<file path="config.mk">
export PLATFORM = sky130hd
export DESIGN_NAME = axi_read_burst_splitter_flat
export DESIGN_NICKNAME = d
export VERILOG_FILES = /design/src/rtl/axi_split_pkg.sv /design/src/rtl/axi_read_burst_splitter_if.sv /design/src/rtl/axi_beat_addr_calc.sv /design/src/rtl/axi_read_burst_splitter.sv /design/src/flat_wrapper.sv
export SDC_FILE = /design/constraint.sdc
export NUM_CORES = 1
export LEC_CHECK = 0
export CAP_MARGIN = 10
export CELL_PAD_IN_SITES_DETAIL_PLACEMENT = 1
export CELL_PAD_IN_SITES_GLOBAL_PLACEMENT = 1
export CORE_ASPECT_RATIO = 0.8
export CORE_MARGIN = 10
export CORE_UTILIZATION = 35
export DETAILED_ROUTE_END_ITERATION = 10
export HOLD_SLACK_MARGIN = 0.05
export PLACE_DENSITY = 0.94
export SLEW_MARGIN = 30
export SYNTH_ARGS = -nofsm -noshare
export SYNTH_HDL_FRONTEND = slang
export SYNTH_SLANG_ARGS = --single-unit
export TNS_END_PERCENT = 1
</file>
<file path="constraint.sdc">
create_clock -name clk_i -period 7.25 [get_ports clk_i]
set_input_delay 0.725 -clock clk_i [delete_from_list [all_inputs] [get_ports clk_i]]
set_output_delay 0.725 -clock clk_i [all_outputs]
set_load 0.1 [all_outputs]
</file>
<file path="src/rtl/axi_split_pkg.sv">
// Shared definitions for the AXI read burst splitter.
// Holds the AXI burst encodings, the splitter state enum, and a helper that
// says whether a burst length is legal for a WRAP burst.
package axi_split_pkg;

  typedef enum logic [1:0] {
    BURST_FIXED = 2'b00,
    BURST_INCR  = 2'b01,
    BURST_WRAP  = 2'b10
  } burst_e;

  typedef enum logic {
    ST_IDLE = 1'b0,
    ST_BUSY = 1'b1
  } state_e;

  // AXI allows WRAP bursts of 2, 4, 8 or 16 beats only.
  function automatic logic is_wrap_len(input logic [7:0] len);
    return (len == 8'd1) || (len == 8'd3) || (len == 8'd7) || (len == 8'd15);
  endfunction

endpackage

</file>
<file path="src/rtl/axi_read_burst_splitter_if.sv">
// AXI read channel bundle (AR + R) used on both sides of the splitter.
// Modports:
//   master - drives AR payload/valid and r_ready; receives ar_ready and R.
//   slave  - receives AR payload/valid and r_ready; drives ar_ready and R.
interface axi_read_burst_splitter_if #(
  parameter int ADDR_WIDTH = 64,
  parameter int DATA_WIDTH = 64,
  parameter int ID_WIDTH   = 4,
  parameter int USER_WIDTH = 1
) ();

  logic                  ar_valid;
  logic                  ar_ready;
  logic [ID_WIDTH-1:0]   ar_id;
  logic [ADDR_WIDTH-1:0] ar_addr;
  logic [7:0]            ar_len;
  logic [2:0]            ar_size;
  logic [1:0]            ar_burst;
  logic [2:0]            ar_prot;
  logic [USER_WIDTH-1:0] ar_user;

  logic                  r_valid;
  logic                  r_ready;
  logic [ID_WIDTH-1:0]   r_id;
  logic [DATA_WIDTH-1:0] r_data;
  logic [1:0]            r_resp;
  logic                  r_last;
  logic [USER_WIDTH-1:0] r_user;

  modport master (
    output ar_valid, ar_id, ar_addr, ar_len, ar_size, ar_burst, ar_prot, ar_user,
    input  ar_ready,
    input  r_valid, r_id, r_data, r_resp, r_last, r_user,
    output r_ready
  );

  modport slave (
    input  ar_valid, ar_id, ar_addr, ar_len, ar_size, ar_burst, ar_prot, ar_user,
    output ar_ready,
    output r_valid, r_id, r_data, r_resp, r_last, r_user,
    input  r_ready
  );

endinterface

</file>
<file path="src/rtl/axi_beat_addr_calc.sv">
// Combinational address generator for one beat of an AXI burst.
// Ports:
//   addr      - start address of the burst
//   len/size  - AXI burst length (beats-1) and log2 bytes per beat
//   burst     - burst type; WRAP with an illegal length behaves as INCR
//   beat      - beat index (0..len)
//   beat_addr - address of that beat
module axi_beat_addr_calc
  import axi_split_pkg::*;
#(
  parameter int ADDR_WIDTH = 64
) (
  input  logic [ADDR_WIDTH-1:0] addr,
  input  logic [7:0]            len,
  input  logic [2:0]            size,
  input  burst_e                burst,
  input  logic [7:0]            beat,
  output logic [ADDR_WIDTH-1:0] beat_addr
);

  logic [ADDR_WIDTH-1:0] size_mask;
  logic [ADDR_WIDTH-1:0] aligned;
  logic [ADDR_WIDTH-1:0] step;
  logic [ADDR_WIDTH-1:0] wrap_mask;
  logic [ADDR_WIDTH-1:0] incr_addr;
  logic [ADDR_WIDTH-1:0] wrap_addr;

  assign size_mask = (ADDR_WIDTH'(1) << size) - ADDR_WIDTH'(1);
  assign aligned   = addr & ~size_mask;
  assign step      = ADDR_WIDTH'(beat) << size;
  // Wrap window is (len+1) beats of 2^size bytes, always a power of two.
  assign wrap_mask = ((ADDR_WIDTH'(len) + ADDR_WIDTH'(1)) << size) - ADDR_WIDTH'(1);

  // The first INCR beat keeps the caller's (possibly unaligned) address.
  assign incr_addr = (beat == 8'd0) ? addr : aligned + step;
  assign wrap_addr = (addr & ~wrap_mask) | ((aligned + step) & wrap_mask);

  always_comb begin
    beat_addr = incr_addr;
    if (burst == BURST_FIXED) begin
      beat_addr = addr;
    end else if ((burst == BURST_WRAP) && is_wrap_len(len)) begin
      beat_addr = wrap_addr;
    end
  end

endmodule

</file>
<file path="src/rtl/axi_read_burst_splitter.sv">
// Splits one upstream AXI read burst into single-beat downstream reads.
// One upstream burst is in flight at a time; up to MAX_OUT (1..16) downstream
// single-beat ARs may be outstanding. R beats pass through combinationally and
// s_r_last is regenerated from the beat count (downstream r_last is ignored).
// Ports:
//   clk_i  - clock, all state on the rising edge
//   rst_i  - synchronous active-high reset; abandons any burst in progress
//   s_axi  - upstream side (accepts bursts, returns R beats)
//   m_axi  - downstream side (issues len=0 INCR reads, accepts R beats)
module axi_read_burst_splitter
  import axi_split_pkg::*;
#(
  parameter int ADDR_WIDTH = 64,
  parameter int DATA_WIDTH = 64,
  parameter int ID_WIDTH   = 4,
  parameter int USER_WIDTH = 1,
  parameter int MAX_OUT    = 4
) (
  input  logic                        clk_i,
  input  logic                        rst_i,
  axi_read_burst_splitter_if.slave    s_axi,
  axi_read_burst_splitter_if.master   m_axi
);

  state_e                state_reg, state_next;
  logic [8:0]            issue_cnt_reg, rcv_cnt_reg;
  logic [8:0]            outstanding;

  logic [ID_WIDTH-1:0]   id_reg;
  logic [ADDR_WIDTH-1:0] addr_reg;
  logic [7:0]            len_reg;
  logic [2:0]            size_reg;
  burst_e                burst_reg;
  logic [2:0]            prot_reg;
  logic [USER_WIDTH-1:0] user_reg;

  logic                  s_ar_ready, m_ar_valid, m_r_ready, s_r_valid;
  logic                  ar_accept, m_ar_fire, s_r_fire;
  logic                  can_issue, r_last;
  logic [ADDR_WIDTH-1:0] beat_addr;
  logic [DATA_WIDTH-1:0] r_data;

  assign outstanding = issue_cnt_reg - rcv_cnt_reg;
  assign can_issue   = (issue_cnt_reg <= {1'b0, len_reg}) && (outstanding < 9'(MAX_OUT));
  assign r_last      = (rcv_cnt_reg == {1'b0, len_reg});

  assign ar_accept = s_axi.ar_valid && s_ar_ready;
  assign m_ar_fire = m_ar_valid && m_axi.ar_ready;
  assign s_r_fire  = s_r_valid && s_axi.r_ready;

  // State register
  always_ff @(posedge clk_i) begin
    if (rst_i) begin
      state_reg <= ST_IDLE;
    end else begin
      state_reg <= state_next;
    end
  end

  // Next-state logic
  always_comb begin
    state_next = state_reg;
    case (state_reg)
      ST_IDLE: if (ar_accept) state_next = ST_BUSY;
      ST_BUSY: if (s_r_fire && r_last) state_next = ST_IDLE;
      default: state_next = ST_IDLE;
    endcase
  end

  // Handshake outputs; all held low while reset is asserted.
  always_comb begin
    s_ar_ready = 1'b0;
    m_ar_valid = 1'b0;
    m_r_ready  = 1'b0;
    s_r_valid  = 1'b0;
    if (!rst_i) begin
      case (state_reg)
        ST_IDLE: s_ar_ready = 1'b1;
        ST_BUSY: begin
          m_ar_valid = can_issue;
          m_r_ready  = s_axi.r_ready;
          s_r_valid  = m_axi.r_valid;
        end
        default: ;
      endcase
    end
  end

  // Beat counters; simultaneous issue and return leave outstanding unchanged.
  always_ff @(posedge clk_i) begin
    if (rst_i) begin
      issue_cnt_reg <= '0;
      rcv_cnt_reg   <= '0;
    end else if (ar_accept) begin
      issue_cnt_reg <= '0;
      rcv_cnt_reg   <= '0;
    end else begin
      if (m_ar_fire) issue_cnt_reg <= issue_cnt_reg + 9'd1;
      if (s_r_fire)  rcv_cnt_reg   <= rcv_cnt_reg + 9'd1;
    end
  end

  // Captured burst payload; only meaningful while BUSY.
  always_ff @(posedge clk_i) begin
    if (ar_accept) begin
      id_reg    <= s_axi.ar_id;
      addr_reg  <= s_axi.ar_addr;
      len_reg   <= s_axi.ar_len;
      size_reg  <= s_axi.ar_size;
      burst_reg <= burst_e'(s_axi.ar_burst);
      prot_reg  <= s_axi.ar_prot;
      user_reg  <= s_axi.ar_user;
    end
  end

  axi_beat_addr_calc #(
    .ADDR_WIDTH (ADDR_WIDTH)
  ) u_addr_calc (
    .addr      (addr_reg),
    .len       (len_reg),
    .size      (size_reg),
    .burst     (burst_reg),
    .beat      (issue_cnt_reg[7:0]),
    .beat_addr (beat_addr)
  );

  assign s_axi.ar_ready = s_ar_ready;

  assign m_axi.ar_valid = m_ar_valid;
  assign m_axi.ar_id    = id_reg;
  assign m_axi.ar_addr  = beat_addr;
  assign m_axi.ar_len   = 8'd0;
  assign m_axi.ar_size  = size_reg;
  assign m_axi.ar_burst = BURST_INCR;
  assign m_axi.ar_prot  = prot_reg;
  assign m_axi.ar_user  = user_reg;
  assign m_axi.r_ready  = m_r_ready;

  assign r_data         = m_axi.r_data;
  assign s_axi.r_valid  = s_r_valid;
  assign s_axi.r_id     = m_axi.r_id;
  assign s_axi.r_data   = r_data;
  assign s_axi.r_resp   = m_axi.r_resp;
  assign s_axi.r_last   = r_last;
  assign s_axi.r_user   = m_axi.r_user;

endmodule

</file>
<file path="src/flat_wrapper.sv">
// flat-port wrapper written by rule: the top's interface ports become plain ports
module axi_read_burst_splitter_flat import axi_split_pkg::*;
#(
  parameter int ADDR_WIDTH = 64,
  parameter int DATA_WIDTH = 64,
  parameter int ID_WIDTH   = 4,
  parameter int USER_WIDTH = 1,
  parameter int MAX_OUT    = 4
)
  (clk_i, rst_i, s_axi_ar_valid, s_axi_ar_id, s_axi_ar_addr, s_axi_ar_len, s_axi_ar_size, s_axi_ar_burst, s_axi_ar_prot, s_axi_ar_user, s_axi_ar_ready, s_axi_r_valid, s_axi_r_id, s_axi_r_data, s_axi_r_resp, s_axi_r_last, s_axi_r_user, s_axi_r_ready, m_axi_ar_valid, m_axi_ar_id, m_axi_ar_addr, m_axi_ar_len, m_axi_ar_size, m_axi_ar_burst, m_axi_ar_prot, m_axi_ar_user, m_axi_ar_ready, m_axi_r_valid, m_axi_r_id, m_axi_r_data, m_axi_r_resp, m_axi_r_last, m_axi_r_user, m_axi_r_ready);
  axi_read_burst_splitter_if #(.ADDR_WIDTH(ADDR_WIDTH), .DATA_WIDTH(DATA_WIDTH), .ID_WIDTH(ID_WIDTH), .USER_WIDTH(USER_WIDTH)) s_axi_i ();
  axi_read_burst_splitter_if #(.ADDR_WIDTH(ADDR_WIDTH), .DATA_WIDTH(DATA_WIDTH), .ID_WIDTH(ID_WIDTH), .USER_WIDTH(USER_WIDTH)) m_axi_i ();
  input  logic clk_i;
  input  logic rst_i;
  input wire logic [$bits(s_axi_i.ar_valid)-1:0] s_axi_ar_valid;
  input wire logic [$bits(s_axi_i.ar_id)-1:0] s_axi_ar_id;
  input wire logic [$bits(s_axi_i.ar_addr)-1:0] s_axi_ar_addr;
  input wire logic [$bits(s_axi_i.ar_len)-1:0] s_axi_ar_len;
  input wire logic [$bits(s_axi_i.ar_size)-1:0] s_axi_ar_size;
  input wire logic [$bits(s_axi_i.ar_burst)-1:0] s_axi_ar_burst;
  input wire logic [$bits(s_axi_i.ar_prot)-1:0] s_axi_ar_prot;
  input wire logic [$bits(s_axi_i.ar_user)-1:0] s_axi_ar_user;
  output wire logic [$bits(s_axi_i.ar_ready)-1:0] s_axi_ar_ready;
  output wire logic [$bits(s_axi_i.r_valid)-1:0] s_axi_r_valid;
  output wire logic [$bits(s_axi_i.r_id)-1:0] s_axi_r_id;
  output wire logic [$bits(s_axi_i.r_data)-1:0] s_axi_r_data;
  output wire logic [$bits(s_axi_i.r_resp)-1:0] s_axi_r_resp;
  output wire logic [$bits(s_axi_i.r_last)-1:0] s_axi_r_last;
  output wire logic [$bits(s_axi_i.r_user)-1:0] s_axi_r_user;
  input wire logic [$bits(s_axi_i.r_ready)-1:0] s_axi_r_ready;
  output wire logic [$bits(m_axi_i.ar_valid)-1:0] m_axi_ar_valid;
  output wire logic [$bits(m_axi_i.ar_id)-1:0] m_axi_ar_id;
  output wire logic [$bits(m_axi_i.ar_addr)-1:0] m_axi_ar_addr;
  output wire logic [$bits(m_axi_i.ar_len)-1:0] m_axi_ar_len;
  output wire logic [$bits(m_axi_i.ar_size)-1:0] m_axi_ar_size;
  output wire logic [$bits(m_axi_i.ar_burst)-1:0] m_axi_ar_burst;
  output wire logic [$bits(m_axi_i.ar_prot)-1:0] m_axi_ar_prot;
  output wire logic [$bits(m_axi_i.ar_user)-1:0] m_axi_ar_user;
  input wire logic [$bits(m_axi_i.ar_ready)-1:0] m_axi_ar_ready;
  input wire logic [$bits(m_axi_i.r_valid)-1:0] m_axi_r_valid;
  input wire logic [$bits(m_axi_i.r_id)-1:0] m_axi_r_id;
  input wire logic [$bits(m_axi_i.r_data)-1:0] m_axi_r_data;
  input wire logic [$bits(m_axi_i.r_resp)-1:0] m_axi_r_resp;
  input wire logic [$bits(m_axi_i.r_last)-1:0] m_axi_r_last;
  input wire logic [$bits(m_axi_i.r_user)-1:0] m_axi_r_user;
  output wire logic [$bits(m_axi_i.r_ready)-1:0] m_axi_r_ready;
  assign s_axi_i.ar_valid = s_axi_ar_valid;
  assign s_axi_i.ar_id = s_axi_ar_id;
  assign s_axi_i.ar_addr = s_axi_ar_addr;
  assign s_axi_i.ar_len = s_axi_ar_len;
  assign s_axi_i.ar_size = s_axi_ar_size;
  assign s_axi_i.ar_burst = s_axi_ar_burst;
  assign s_axi_i.ar_prot = s_axi_ar_prot;
  assign s_axi_i.ar_user = s_axi_ar_user;
  assign s_axi_ar_ready = s_axi_i.ar_ready;
  assign s_axi_r_valid = s_axi_i.r_valid;
  assign s_axi_r_id = s_axi_i.r_id;
  assign s_axi_r_data = s_axi_i.r_data;
  assign s_axi_r_resp = s_axi_i.r_resp;
  assign s_axi_r_last = s_axi_i.r_last;
  assign s_axi_r_user = s_axi_i.r_user;
  assign s_axi_i.r_ready = s_axi_r_ready;
  assign m_axi_ar_valid = m_axi_i.ar_valid;
  assign m_axi_ar_id = m_axi_i.ar_id;
  assign m_axi_ar_addr = m_axi_i.ar_addr;
  assign m_axi_ar_len = m_axi_i.ar_len;
  assign m_axi_ar_size = m_axi_i.ar_size;
  assign m_axi_ar_burst = m_axi_i.ar_burst;
  assign m_axi_ar_prot = m_axi_i.ar_prot;
  assign m_axi_ar_user = m_axi_i.ar_user;
  assign m_axi_i.ar_ready = m_axi_ar_ready;
  assign m_axi_i.r_valid = m_axi_r_valid;
  assign m_axi_i.r_id = m_axi_r_id;
  assign m_axi_i.r_data = m_axi_r_data;
  assign m_axi_i.r_resp = m_axi_r_resp;
  assign m_axi_i.r_last = m_axi_r_last;
  assign m_axi_i.r_user = m_axi_r_user;
  assign m_axi_r_ready = m_axi_i.r_ready;
  axi_read_burst_splitter #(.ADDR_WIDTH(ADDR_WIDTH), .DATA_WIDTH(DATA_WIDTH), .ID_WIDTH(ID_WIDTH), .USER_WIDTH(USER_WIDTH), .MAX_OUT(MAX_OUT)) u_core (.clk_i(clk_i), .rst_i(rst_i), .s_axi(s_axi_i), .m_axi(m_axi_i));
endmodule
</file>
# Word-level counts from Yosys, hierarchy flattened
# Index checks and enable logic that the tools add are counted.
# W data, S select, Z words.
# op_classes
n_addsub,7
order_cmp,2
n_eq_ne,6
n_shift,3
mux,14
bitwise,7
reduce_logical,12
# op_table
cell,n
$and A64 B64 Y64,3
$mux W64,3
$not A64 Y64,2
$add A64 B64 Y64,1
$or A64 B64 Y64,1
$shl A1 B3 Y64 const A,1
$shl A8 B3 Y64,1
$shl A9 B3 Y64,1
$sub A64 B1 Y64 const B,1
$sub A64 B2 Y64 const B,1
$add A9 B1 Y9 const B,2
$mux W1,10
$add A8 B1 Y9 const B,1
$eq A9 B8 Y1,1
$le A9 B8 Y1,1
$lt A9 B3 Y1 const B,1
$sub A9 B9 Y9,1
$eq A8 B1 Y1 const B,1
$eq A8 B2 Y1 const B,1
$eq A8 B3 Y1 const B,1
$eq A8 B4 Y1 const B,1
$logic_not A8 Y1,1
$logic_and A1 B1 Y1,6
$logic_or A1 B1 Y1,3
5 further kinds,5
# totals
register_bits,104
inputBits,163

# Depth between registers and ports, before layout
# depth
word_depth,9
mapped_depth,19

# By module
# From an unflattened synthesis, not the netlist that was laid out.
# hier_totals
hier_cells,948
area_unflattened_um2,8546.9
# by_module_without_submodules
mod,n_inst,cells_per_inst,area_per_inst_um2,seq_area_each_um2
axi_read_burst_splitter,1,352,4703.3,2932.8
axi_beat_addr_calc,1,596,3843.7,0.0

# Worst setup path after synthesis
# Ideal clock, no wire load.
# synth_timing
kind,flip-flop to output port
from,register u_core.len_reg[2]
to,output port m_axi_ar_valid
t_arrival_ns,6.648
required_time_ns,6.525
slack_ns,-0.123
stages_incl_launch_ff,10
n_path_buf,1
cell_sequence,edfxtp_1 buf_6 inv_1 ha_1 a21o_1 a21o_1 a211o_1 a21o_1 a211o_1 a2111oi_0
# synth_via
elab_chain_len,4
# synth_rtl
element,line,source
"start, declared",axi_read_burst_splitter.sv:31,logic [7:0] len_reg;
"start signal, assigned",axi_read_burst_splitter.sv:108,len_reg <= s_axi.ar_len;
$le A9 B8 Y1,axi_read_burst_splitter.sv:44,"assign can_issue = (issue_cnt_reg <= {1'b0, len_reg}) && (outstanding < 9'(MAX_OUT));"
$logic_and A1 B1 Y1,axi_read_burst_splitter.sv:44,
$mux W1,axi_read_burst_splitter.sv:77,case (state_reg)
$mux W1,axi_read_burst_splitter.sv:76,if (!rst_i) begin
"end, declared",flat_wrapper.sv:31,output wire logic [$bits(m_axi_i.ar_valid)-1:0] m_axi_ar_valid;
# Every way passes these cells.

# Worst setup path after layout
# layout_timing
from,"register u_core.size_reg[1], in the netlist u_core.m_axi.ar_size[1]"
to,output port m_axi_ar_addr[52]
# layout_via
elab_chain_len,9
elab_cells_between_ends,15
# layout_rtl
element,line,source
"start, declared",axi_read_burst_splitter.sv:32,logic [2:0] size_reg;
"start signal, assigned",axi_read_burst_splitter.sv:109,size_reg <= s_axi.ar_size;
$shl A1 B3 Y64,axi_beat_addr_calc.sv:28,assign size_mask = (ADDR_WIDTH'(1) << size) - ADDR_WIDTH'(1);
$sub A64 B2 Y64,axi_beat_addr_calc.sv:28,
$not A64 Y64,axi_beat_addr_calc.sv:29,assign aligned = addr & ~size_mask;
$and A64 B64 Y64,axi_beat_addr_calc.sv:29,
$add A64 B64 Y64,"axi_beat_addr_calc.sv:35, axi_beat_addr_calc.sv:36",
$and A64 B64 Y64,axi_beat_addr_calc.sv:36,assign wrap_addr = (addr & ~wrap_mask) | ((aligned + step) & wrap_mask);
$or A64 B64 Y64,axi_beat_addr_calc.sv:36,
$mux W64 *,axi_beat_addr_calc.sv:42,end else if ((burst == BURST_WRAP) && is_wrap_len(len)) begin
$mux W64 *,axi_beat_addr_calc.sv:40,if (burst == BURST_FIXED) begin
"end, declared",flat_wrapper.sv:33,output wire logic [$bits(m_axi_i.ar_addr)-1:0] m_axi_ar_addr;
# Every way passes the cells marked *; elsewhere a longest branch is shown, timed or not.

==> run_results.csv <==
group,metric,value,unit
synthesis,yosys-top-cells-count,"85 x edfxtp_1, 83 x buf_4, 78 x nand2_1, 65 x nor2_1, 61 x xnor2_1",
grt,grt_max_degree,60,
detailed_routing,m1WireLength,12100,microns
synthesis,yosys.area.top_type,"edfxtp_1",
die,dieArea,30700,sq um
sta,final_hold_viol_count,0,
detailed_routing,vias_per_cell,5.57,
placement,dpl.hpwl,21800,microns
synthesis,yosys.area_share.simple,20.4,%
synthesis,synthAdderAreaFrac,5.89,%
worst_hold_path,worstHoldPathType,"reg2reg",
cells_and_area,fin_area,9930,sq um
clock_network,cts_htree_levels,3,
grt,grt_pass1_wl,42100,microns
synthesis,synth.distinct_cells,91,
synthesis,synth_top_family_by_area,"simple AND/OR/NAND/NOR gates",
run_status,status,"finished, final reports clean",
detailed_routing,wl_met2,13200,microns
die,die_y,159,microns
placement,gp_congestion,0.937,
synthesis,synth_ff_type,"edfxtp_1",
clock_network,cts_resized,0,
pwr,total_leakage_power,0.00376,uW
cells_and_area,nFillCells,2708,
clock_network,cts-hold-fix-buffers,0,
die,ios,324,
placement,portBuffers,170,
synthesis,syn_area_per_cell,9.29,sq um
pwr,irDropWorstVdd,0.121,mV
sta,slew_headroom,30.1,%
synthesis,synth_cells,906,
cells_and_area,largest_reg_flops,64,
cells_and_area,multi_input_area,4540,sq um
pwr,power_density,169,nW/um^2
critical_path,path_class,"reg2out",
critical_path,cp_max_fo,18,
cells_and_area,fin_util,42.2,%
sta,tightest_slew,1040,ps
detailed_routing,antenna_left,0,
synthesis,synth_compound_area_share,13.9,%
detailed_routing,wl_per_cell,21.3,microns
clock_network,cts.clk_slew.worst_paths,70,ps
critical_path,critPathLaunchType,"flip-flop",
clock_network,cts_setup_buffers,0,
die,fp-row-count,50,
critical_path,crit_top_cell,"buf_4",
grt,antenna_found_initial,0,
detailed_routing,drtIter0Drc,473,
critical_path,cp-end-kind,"output pin",
synthesis,yosys-top-cells-area,"edfxtp_1 30%, buf_4 7.4%, xnor2_1 6.4%",
synthesis,synthMuxAreaShare,4.15,%
synthesis,yosysMostFrequentCell,"edfxtp_1",
cells_and_area,finalNonFillerCells,1299,
grt,grt_use_total,17.2,%
detailed_routing,via_count,7237,
sta,maxSlewViolCount,0,
sta,fin_crit_sh,87.1,%
grt,grt_pass1_vias,7602,
die,coreArea,23500,sq um
detailed_routing,drcViolationCount,0,
clock_network,insertion_delay,360,ps
cells_and_area,diodes,0,
critical_path,cp.arrival,5590,ps
clock_network,clock-sinks,104,
sta,finalSetupTns,0,ps
synthesis,synth_edf_count,85,
sta,finalSetupViolations,0,
critical_path,cp_slowest_stage_delay,700,ps
synthesis,synthXorXnorAreaFrac,9.04,%
detailed_routing,dr.pass1.iters,5,
detailed_routing,postRouteWirelength,27700,microns
clock_network,cts-root-buf,"clkbuf_16",
sta,skew,10.2,ps
clock_network,cts_tree,"yes",
critical_path,r2r_slack,3400,ps
die,start_util,35.8,%
placement,dp_cells,1283,
sta,period_minus_slack,6320,ps
detailed_routing,top_layer,"met4",
sta,rsz0062_at_grt,"no",
die,dieWidth,193,microns
critical_path,critPathSlowestCell,"edfxtp_1",
cells_and_area,nets,1184,
synthesis,synthArstFlopShare,0,%
clock_network,numCtsBuffers,9,
sta,fmax,0.158,GHz
synthesis,synthDominantCellAreaShare,30.3,%
cells_and_area,area_growth,18.1,%
placement,dpl_cell_area,9610,sq um
synthesis,synth_area,8410,sq um
flow_run,maxCapViolCount,0,
critical_path,critPathRequiredTime,6520,ps
cells_and_area,drive_gt1_share,12.1,%
critical_path,path_cells,"buf_4 -> nor2_1 -> and3_1 -> ha_1 -> inv_1 -> fa_1 -> nor2b_1 -> o21ai_0 -> a21boi_0 -> o211ai_1 -> a21boi_0 -> o211ai_1 -> nor4_2 -> buf_4 -> or4b_1 -> xnor2_1 -> buf_4",
cells_and_area,seqCellArea,2930,sq um
synthesis,synth_seq_cells,104,
synthesis,seq_area_frac_synth,34.9,%
grt,grt_overflow,0,
detailed_routing,met3_wirelength,1510,microns
synthesis,ys_warn_count,0,
clock_network,clock_path_buffers,2,
-- per-layer routing --
| layer | GRT usage (%) | vias up |
|---|---|---|
| met1 | 21.2 | 3576 |
| li1 | - | 3353 |
| met5 | 0 | - |
| met3 | 3.59 | 76 |
| met2 | 28.9 | 232 |
| met4 | 6.85 | 0 |
-- power by group --
part           switching [uW]  leakage (uW)  internal, uW
combinational             301       0.00266           133
clock                     237      0.000156           308
sequential               28.0      0.000941           674
total                     566       0.00376          1120
-- cell type report --
class | instances | share of cell area [%]
multi-input cells | 656 | 45.7
flip-flops and latches | 104 | 29.5
repair buffers | 176 | 16.2
well taps | 312 | 3.93
clock buffers | 10 | 2.31
inverters | 35 | 1.32
clock inverters | 6 | 0.970
-- stage by stage --
step / power (uW) / setup slack (ps) / hold slack [ps]
after detailed placement: 1150 / 1460 / 539
after floorplan: 1210 / 380 / 471
final: 1680 / 933 / 559
after global routing: 1750 / 620 / 573
after global placement: 1140 / 1580 / 532
after CTS: 1700 / 1010 / 556
-- worst paths after layout --
check / from / to / cells past startpoint
setup reg to reg: u_core.len_reg[2]$_DFFE_PP_ / u_core.issue_cnt_reg[7]$_SDFFE_PP0P_ / 11
hold / removal: u_core.issue_cnt_reg[8]$_SDFFE_PP0P_ / u_core.issue_cnt_reg[8]$_SDFFE_PP0P_ / 1
setup / recovery: u_core.m_axi.ar_size[1]$_DFFE_PP_ / m_axi_ar_addr[52] / 17
hold reg to reg: u_core.issue_cnt_reg[8]$_SDFFE_PP0P_ / u_core.issue_cnt_reg[8]$_SDFFE_PP0P_ / 1
-- kinds of logic (layout without fill, tap and decap cells) --
kind of cell,count (synthesis),after routing
compound gates,163,163
mux,33,33
simple gates,325,325
fa+ha+maj,39,39
buf+inv,154,227
other cells,2,10
flops,104,104
xor+xnor,86,86
-- worst max-delay path, delay by kind of cell (launching register included) --
family	cells	cell delay [ps]
flip-flops	1	700
AND/OR/NAND/NOR	5	1580
AO/OA/AOI/OAI	5	1170
adder cells (fa/ha/maj)	2	590
XOR/XNOR	1	190
buffers and inverters	4	980
-- placed cells by master (no fill, tap or decap), drive strengths merged, types with 11 or more instances in the layout --
cell type	instances
nor4	14
and3	19
nor2	65
and2	11
nand4	26
ha	38
dfxtp	19
o211ai	15
mux2	15
mux2i	18
xnor2	62
xor2	24
clkdlybuf4s50	118
a21o	21
a21oi	28
buf	58
nand2	78
o21ai	29
edfxtp	85
nand3	33
nor3	26
inv	37
Power figures use the tool's default switching activity.
